`src/rtl/wire_obf_mux_bank.sv`:
```
// Key-programmable wire-obfuscation mux bank: NCH channels, each selecting one of
// 2^SELW candidate wires through a serially loaded key with hitless re-keying.
module wire_obf_mux_bank #(
  parameter int NCH     = 4,
  parameter int SELW    = 2,
  parameter int REG_OUT = 1
) (
  input  logic                      CK,
  input  logic                      RST_N,
  input  logic [NCH*(2**SELW)-1:0]  CAND,
  input  logic                      KEY_START,
  input  logic                      KEY_VALID,
  input  logic                      KEY_BIT,
  output logic [NCH-1:0]            MUX_O,
  output logic                      KEY_OK,
  output logic                      LOAD_BUSY
);

  localparam int NCAND = 2**SELW;
  localparam int KW    = NCH*SELW;
  localparam int CW    = $clog2(KW+1);

  typedef enum logic [1:0] {S_IDLE, S_LOAD, S_ACTIVE} state_t;

  state_t          r_state;
  state_t          w_nextState;
  logic [KW-1:0]   r_shadow;
  logic [KW-1:0]   r_activeKey;
  logic [KW-1:0]   w_shiftIn;
  logic [CW-1:0]   r_count;
  logic            r_keyOk;
  logic            w_accept;
  logic            w_commit;
  logic [NCH-1:0]  w_mux;
  logic [NCH-1:0]  w_gated;

  always_ff @(posedge CK or negedge RST_N) begin
    if (!RST_N) r_state <= S_IDLE;
    else        r_state <= w_nextState;
  end

  // KEY_START wins over a same-cycle KEY_VALID, so that bit is never accepted.
  always_comb begin
    w_nextState = r_state;
    w_accept    = 1'b0;
    w_commit    = 1'b0;
    case (r_state)
      S_IDLE:   if (KEY_START) w_nextState = S_LOAD;
      S_LOAD: begin
        if (KEY_START) begin
          w_nextState = S_LOAD;
        end else if (KEY_VALID) begin
          w_accept = 1'b1;
          if (r_count == CW'(KW-1)) begin
            w_commit    = 1'b1;
            w_nextState = S_ACTIVE;
          end
        end
      end
      S_ACTIVE: if (KEY_START) w_nextState = S_LOAD;
      default:  w_nextState = S_IDLE;
    endcase
  end

  generate
    if (KW == 1) begin : g_shiftOne
      assign w_shiftIn = KEY_BIT;
    end else begin : g_shiftMany
      assign w_shiftIn = {r_shadow[KW-2:0], KEY_BIT};
    end
  endgenerate

  // The active key only changes on commit, which keeps re-keying hitless.
  always_ff @(posedge CK or negedge RST_N) begin
    if (!RST_N) begin
      r_shadow    <= '0;
      r_activeKey <= '0;
      r_count     <= '0;
      r_keyOk     <= 1'b0;
    end else if (KEY_START) begin
      r_shadow <= '0;
      r_count  <= '0;
    end else if (w_accept) begin
      r_shadow <= w_shiftIn;
      if (w_commit) begin
        r_activeKey <= w_shiftIn;
        r_keyOk     <= 1'b1;
        r_count     <= '0;
      end else begin
        r_count <= r_count + CW'(1);
      end
    end
  end

  always_comb begin
    w_mux = '0;
    for (int c = 0; c < NCH; c++) begin
      w_mux[c] = CAND[c*NCAND + int'(r_activeKey[c*SELW +: SELW])];
    end
    w_gated = r_keyOk ? w_mux : '0;
  end

  generate
    if (REG_OUT != 0) begin : g_regOut
      logic [NCH-1:0] r_muxO;
      always_ff @(posedge CK or negedge RST_N) begin
        if (!RST_N) r_muxO <= '0;
        else        r_muxO <= w_gated;
      end
      assign MUX_O = r_muxO;
    end else begin : g_combOut
      assign MUX_O = w_gated;
    end
  endgenerate

  assign KEY_OK    = r_keyOk;
  assign LOAD_BUSY = (r_state == S_LOAD);

endmodule

```
`config.mk`:
```
export PLATFORM = sky130hd
export DESIGN_NAME = wire_obf_mux_bank
export DESIGN_NICKNAME = d
export VERILOG_FILES = /design/src/rtl/wire_obf_mux_bank.sv
export SDC_FILE = /design/constraint.sdc
export NUM_CORES = 1
export LEC_CHECK = 0
export CAP_MARGIN = 25
export CORE_MARGIN = 1
export CORE_UTILIZATION = 48
export DETAILED_ROUTE_END_ITERATION = 8
export PLACE_DENSITY_LB_ADDON = 0.25
export SLEW_MARGIN = 20
export SYNTH_ARGS = -nofsm -noshare
export SYNTH_HDL_FRONTEND = slang
export SYNTH_SLANG_ARGS = --single-unit
```
`constraint.sdc`:
```
create_clock -name CK -period 2.04 [get_ports CK]
set_input_delay 0.612 -clock CK [delete_from_list [all_inputs] [get_ports CK]]
set_output_delay 0.612 -clock CK [all_outputs]
set_load 0.005 [all_outputs]
```
==> impl_metrics.ini, run 1 <==
[setup_path]
critPathMaxFanout = 6
max_stage_delay_ps = 530
cp_slowest_cell = clkdlybuf4s50_1
r2r_start = r_count[0]
r2r_slack_ps = 240
reg2reg_depth = 4
crit_buf_inv = 1
cp_top_family = buffers and inverters
crit_type = register to output pin
cp_cell_sequence = clkdlybuf4s50_1
setup.worst_path.start_class = register
cp.required_ps = 1430
endpoint_kind = output pin
r2r_end = r_activeKey[7]
critPathArrivalTime_ps = 1260

[routing]
viasPerCell = 5.128
drcViolationCount = 0
wl_per_cell_um = 13.15
drt_first_pass_iters = 3
vias = 800
drt_iter0_markers = 7
antenna_left = 0
wirelength_um = 2052

[yosys]
synth_cells = 97
muxShareOfSynthArea_pct = 17.78
yosys_warnings = 0
synthAdderAreaFrac_pct = 1.058
synth_nets = 119
avgSynthCellArea_um2 = 12.19
synth-simple-area-share_pct = 16.61
synth_compound_area_share_pct = 6.667
ys_ff_latch = 26
synth_top_family_by_area = multiplexers
synth_xor_area_share_pct = 0
syn-cell-area_um2 = 1182
ys_seq_area_share_pct = 55.03
synth.distinct_cells = 23

[worst_hold_path]
whs_path_depth = 1
worst_hold_path.endpoint = r_activeKey[7]
hp-class = register to register
hold_start = r_activeKey[7]

[die]
fp.dieW_um = 51.63
die_h_um = 51.63
initial_utilization_pct = 51.95
core_um2 = 2276
die_area_um2 = 2666
ios = 27
row_count = 17

[cts]
worstSkewPairLatency_ps = 310
cts.sinks = 26
cts_tree = built
cts_buffer_depth = 2
cts-hold-fix-buffers = 0
numCtsBuffers = 3
cts-root-buf = clkbuf_4
h-tree-depth = 1
clk_pin_slew_ps = 110

[timing]
min_period_ps = 1870
tightest_slew_ps = 325.6
rsz0062_at_grt = false
fin_crit_sh_pct = 91.65
skew_ps = 12.07
final_hold_viol_count = 0
setup_viol = 0
final_max_slew_viol_count = 0
slew_headroom_pct = 78.29
timing.fmax_mhz = 534.8

[pwr]
cellPowerDensity_nw_per_um2 = 532.5
leakage_nw = 0.6899
ir_worst_vdd_mv = 0.4505

[layout]
fin_cells = 156
final_cell_area_um2 = 1526
insertedDiodeCount = 0
drive_gt1_share_pct = 19.53
utilization_pct = 67.07
final_cell_mix = dfrtp_1, clkdlybuf4s50_1, nand2_1
fin_nets = 152
area_growth_pct = 29.10

[flow_run]
maxCapViolCount = 0

[placement]
dp_cells = 152
dp_hpwl_um = 1542
globalplace.congestion = 0.7392
port-buffer-count = 26
postPlaceCellArea_um2 = 1493

[global_routing]
grt_max_degree = 27
grt_use_total_pct = 19.86
antenna_found_initial = 0
grt-ovfl-total = 0
grt_pass1_wl_um = 3808
first_global_vias = 878

[status]
status = finished clean
## per-stage QoR
| step | hold WS [ps] | worst slack [ps] | TNS [ps] | total power, mW |
|---|---|---|---|---|
| floorplan | 316.4 | 347.6 | 0 | 0.5594 |
| global placement | 493.2 | -97.67 | -774.1 | 0.6189 |
| detailed placement | 506.2 | -118.2 | -929.7 | 0.6227 |
| CTS | 542.4 | 12.02 | 0 | 0.8253 |
| global route | 559.2 | 105.6 | 0 | 0.8533 |
| finish | 535.0 | 170.3 | 0 | 0.8128 |
## per-layer routing
| metal | wire length [um] | track usage [%] |
|---|---|---|
| met4 | 16 | 5.405 |
| met5 | 0 | 0 |
| met2 | 1038 | 34.63 |
| met3 | 129 | 6.140 |
| met1 | 867 | 23.59 |
## cell usage after synthesis
cell type   n  share of area (%)
nand3_1     2               0.85
inv_1       3               0.95
or4_1       1               0.64
o21ai_0     2               0.85
ha_1        1                1.1
nor3_1      1               0.42
clkbuf_1    3               0.95
mux2_4      8                 10
or3_1       1               0.53
nand2b_4    1                1.2
dfrtp_1    26                 55
a21oi_1    12                5.1
and2_1      4                2.1
buf_6       1               0.95
or4_4       1               0.95
nor2_1      1               0.32
and3b_2     1               0.85
nand3b_1    3                1.9
mux4_2      4                7.6
a2bb2oi_1   1               0.74
nand2_1    18                5.7
nand2b_1    1               0.53
or2b_1      1               0.64
## cell type report
| cell class | instances | area (um2) |
|---|---|---|
| Fill cell | 172 | 749.5 |
| Sequential cell | 26 | 651.9 |
| Multi-Input combinational cell | 64 | 498.0 |
| Timing Repair Buffer | 32 | 307.8 |
| Tap cell | 28 | 35.03 |
| Clock buffer | 3 | 22.52 |
| Inverter | 3 | 11.26 |
## registers in the layout, summed over array words and instances (netlist names)
name / flops
KEY_OK: 1
MUX_O: 4
r_activeKey: 8
r_count: 4
r_shadow: 7
r_state: 2
## kinds of logic (layout without fill, tap and decap cells)
group,after synthesis,in the layout
flops,26,26
compound gates,15,15
fa+ha+maj,1,1
simple gates,36,36
buf+inv,7,38
mux,12,12
## power by group
group          switching [mW]  internal (mW)
Combinational          0.0332         0.0528
Sequential            0.00499          0.521
Clock                   0.132         0.0691
## worst max path at each step
stage                          start              to  slack [ps]  depth (start not counted)
after CTS                 r_state[1]       LOAD_BUSY          10                          3
after global placement     KEY_VALID  r_activeKey[6]        -100                          4
after floorplan            KEY_START  r_activeKey[0]         350                          3
after detailed placement   KEY_VALID  r_activeKey[7]        -120                          4
after global routing          KEY_OK          KEY_OK         110                          1
final                         KEY_OK          KEY_OK         170                          1
## what timing repair did
item	4_1_cts	5_1_grt
setup endpoints to repair	1	1
setup buffers	1	0
gates resized for setup	0	2
Note: power is estimated with default switching activity, not from simulation.
==> run 2, diff against run 1 <==
--- a/config.mk
+++ b/config.mk
@@ -6,7 +6,7 @@
 export NUM_CORES = 1
 export LEC_CHECK = 0
 export CAP_MARGIN = 25
-export CORE_MARGIN = 1
+export CORE_MARGIN = 2
 export CORE_UTILIZATION = 48
 export DETAILED_ROUTE_END_ITERATION = 8
 export PLACE_DENSITY_LB_ADDON = 0.25
==> run 2 against run 1 <==
Fmax down 1.2%. Clock power is 72% higher. Sequential share of layout area fell by 0.77 points. First-iteration DRC count decreased by 29%. Worst hold slack worse by 10 ps. Register-to-register slack better by 50 ps. Count of clock-buffer cells in the layout unchanged. Combinational power is 0.9% higher. Cell count increased by 0.64%. Critical path depth unchanged. Setup slack got worse by 23 ps. Largest cell class unchanged.
==> impl_metrics.ini, run 2 (same netlist as run 1, synthesis figures left out) <==
[routing]
antenna_left = 0
drcViolationCount = 0
drt_first_pass_iters = 2
wl_per_cell_um = 14.06
vias = 830
wirelength_um = 2207
viasPerCell = 5.287
drt_iter0_markers = 5

[placement]
globalplace.congestion = 0.7357
dp_hpwl_um = 1633
postPlaceCellArea_um2 = 1493
preCtsSetupSlack_ps = -119.7
port-buffer-count = 26

[cts]
cts.sinks = 26
cts_buffer_depth = 2
worstSkewPairLatency_ps = 320
cts_tree = built
numCtsBuffers = 3
clk_pin_slew_ps = 140
h-tree-depth = 1
cts-root-buf = clkbuf_4

[timing]
fin_crit_sh_pct = 92.79
slew_headroom_pct = 77.61
setup_viol = 0
final_hold_viol_count = 0
setup_ws_ps = 147.1
tightest_slew_ps = 335.8
min_period_ps = 1893
final_max_slew_viol_count = 0
rsz0062_at_grt = false
skew_ps = 7.845
timing.fmax_mhz = 528.3

[die]
row_count = 17
die_area_um2 = 2876
fp.dieW_um = 53.63
initial_utilization_pct = 51.95
die_h_um = 53.63
ios = 27
core_um2 = 2276

[layout]
insertedDiodeCount = 0
final_cell_mix = dfrtp_1, clkdlybuf4s50_1, nand2_1
drive_gt1_share_pct = 19.38
largest_register_ffs = 8
final_cell_area_um2 = 1551
fin_nets = 152
area_growth_pct = 31.22
mostFrequentLayoutCell = dfrtp_1
utilization_pct = 68.17
reg_top3 = r_activeKey x8, r_shadow x7
top_register = r_activeKey

[setup_path]
r2r_end = r_activeKey[0]
cp.required_ps = 1430
r2r_start = r_count[0]
setup.worst_path.start_class = register
crit_type = register to output pin
crit_buf_inv = 1
max_stage_delay_ps = 520
critPathArrivalTime_ps = 1280
r2r_slack_ps = 290
cp_cell_sequence = clkdlybuf4s50_1
reg2reg_depth = 4
cp_slowest_cell = clkdlybuf4s50_1
cp_top_family = buffers and inverters
critPathMaxFanout = 6
endpoint_kind = output pin

[global_routing]
grt_max_degree = 27
grt_pass1_wl_um = 3732
grt_use_total_pct = 18.66
grt-ovfl-total = 0
antenna_found_initial = 0
first_global_vias = 854

[pwr]
combPwrFrac_pct = 9.1
leakage_nw = 0.7026
p_sw_share_pct = 19.46
p_int_uw = 772.1
cellPowerDensity_nw_per_um2 = 617.9
pwr-share-clk_pct = 36.1
switchingPower_uw = 186.6
seq_power_share_pct = 54.8
ir_worst_vdd_mv = 0.4968

[worst_hold_path]
hold_start = r_shadow[6]
hp-class = register to register
whs_path_depth = 1
worst_hold_path.endpoint = r_activeKey[7]

[flow_run]
maxCapViolCount = 0

[status]
status = finished clean
[run 2: cell types whose count changed in the layout (fill, tap and decap cells not counted)]
cell            previous run  this run
dfrtp_1                   25        26
dlymetal6s2s_1             1         0
dlygate4sd2_1              0         1
bufinv_16                  0         1
dfrtp_2                    1         0
[run 2: timing repair]
| action | in CTS | in global routing |
|---|---|---|
| gates resized for setup | 1 | 0 |
| hold buffers | 0 | 0 |
| setup buffers | 1 | 0 |
| endpoints found under the setup margin | 1 | 0 |
| endpoints found under the hold margin | 0 | 0 |
[run 2: worst max path at each step]
stage | start | end | slack (ps) | cells past startpoint
2_1_floorplan | KEY_START | r_activeKey[0] | 350 | 3
3_3_place_gp | KEY_VALID | r_activeKey[6] | -100 | 4
3_5_place_dp | KEY_VALID | r_activeKey[7] | -120 | 4
4_1_cts | KEY_OK | KEY_OK | 120 | 1
5_1_grt | KEY_OK | KEY_OK | 50 | 1
6_report | KEY_OK | KEY_OK | 150 | 1
[run 2: layout make-up]
| class | count | area [um2] |
|---|---|---|
| fillers | 181 | 724.4 |
| flip-flops and latches | 26 | 650.6 |
| multi-input cells | 64 | 498.0 |
| repair buffers | 32 | 304.0 |
| well taps | 28 | 35.03 |
| clock inverters | 1 | 30.03 |
| clock buffers | 3 | 22.52 |
| inverters | 3 | 11.26 |
[run 2: power by group through the flow]
stage,logic (mW),registers [mW],clock network [mW]
CTS,0.0876,0.526,0.357
global route,0.0961,0.527,0.372
floorplan,0.0248,0.535,0
detailed placement,0.0869,0.536,0
global placement,0.0837,0.535,0
finish,0.0869,0.526,0.346
[run 2: metrics by stage]
step,hold WS [ps],power [mW],setup TNS [ps],std cells
4_1_cts,530.2,0.9709,0,157
2_1_floorplan,316.4,0.5594,0,97
3_5_place_dp,497.8,0.6227,-916.5,152
5_1_grt,541.1,0.9944,0,157
6_report,524.8,0.9587,0,157
3_3_place_gp,493.2,0.6189,-773.6,152
[run 2: routing by layer]
| metal | share of wire (%) | vias up | track usage (%) |
|---|---|---|---|
| li1 | - | 402 | - |
| met1 | 41 | 404 | 20.59 |
| met2 | 53 | 20 | 33.95 |
| met3 | 5.1 | 4 | 3.889 |
| met4 | 1.5 | 0 | 8.974 |
| met5 | 0 | - | 0 |
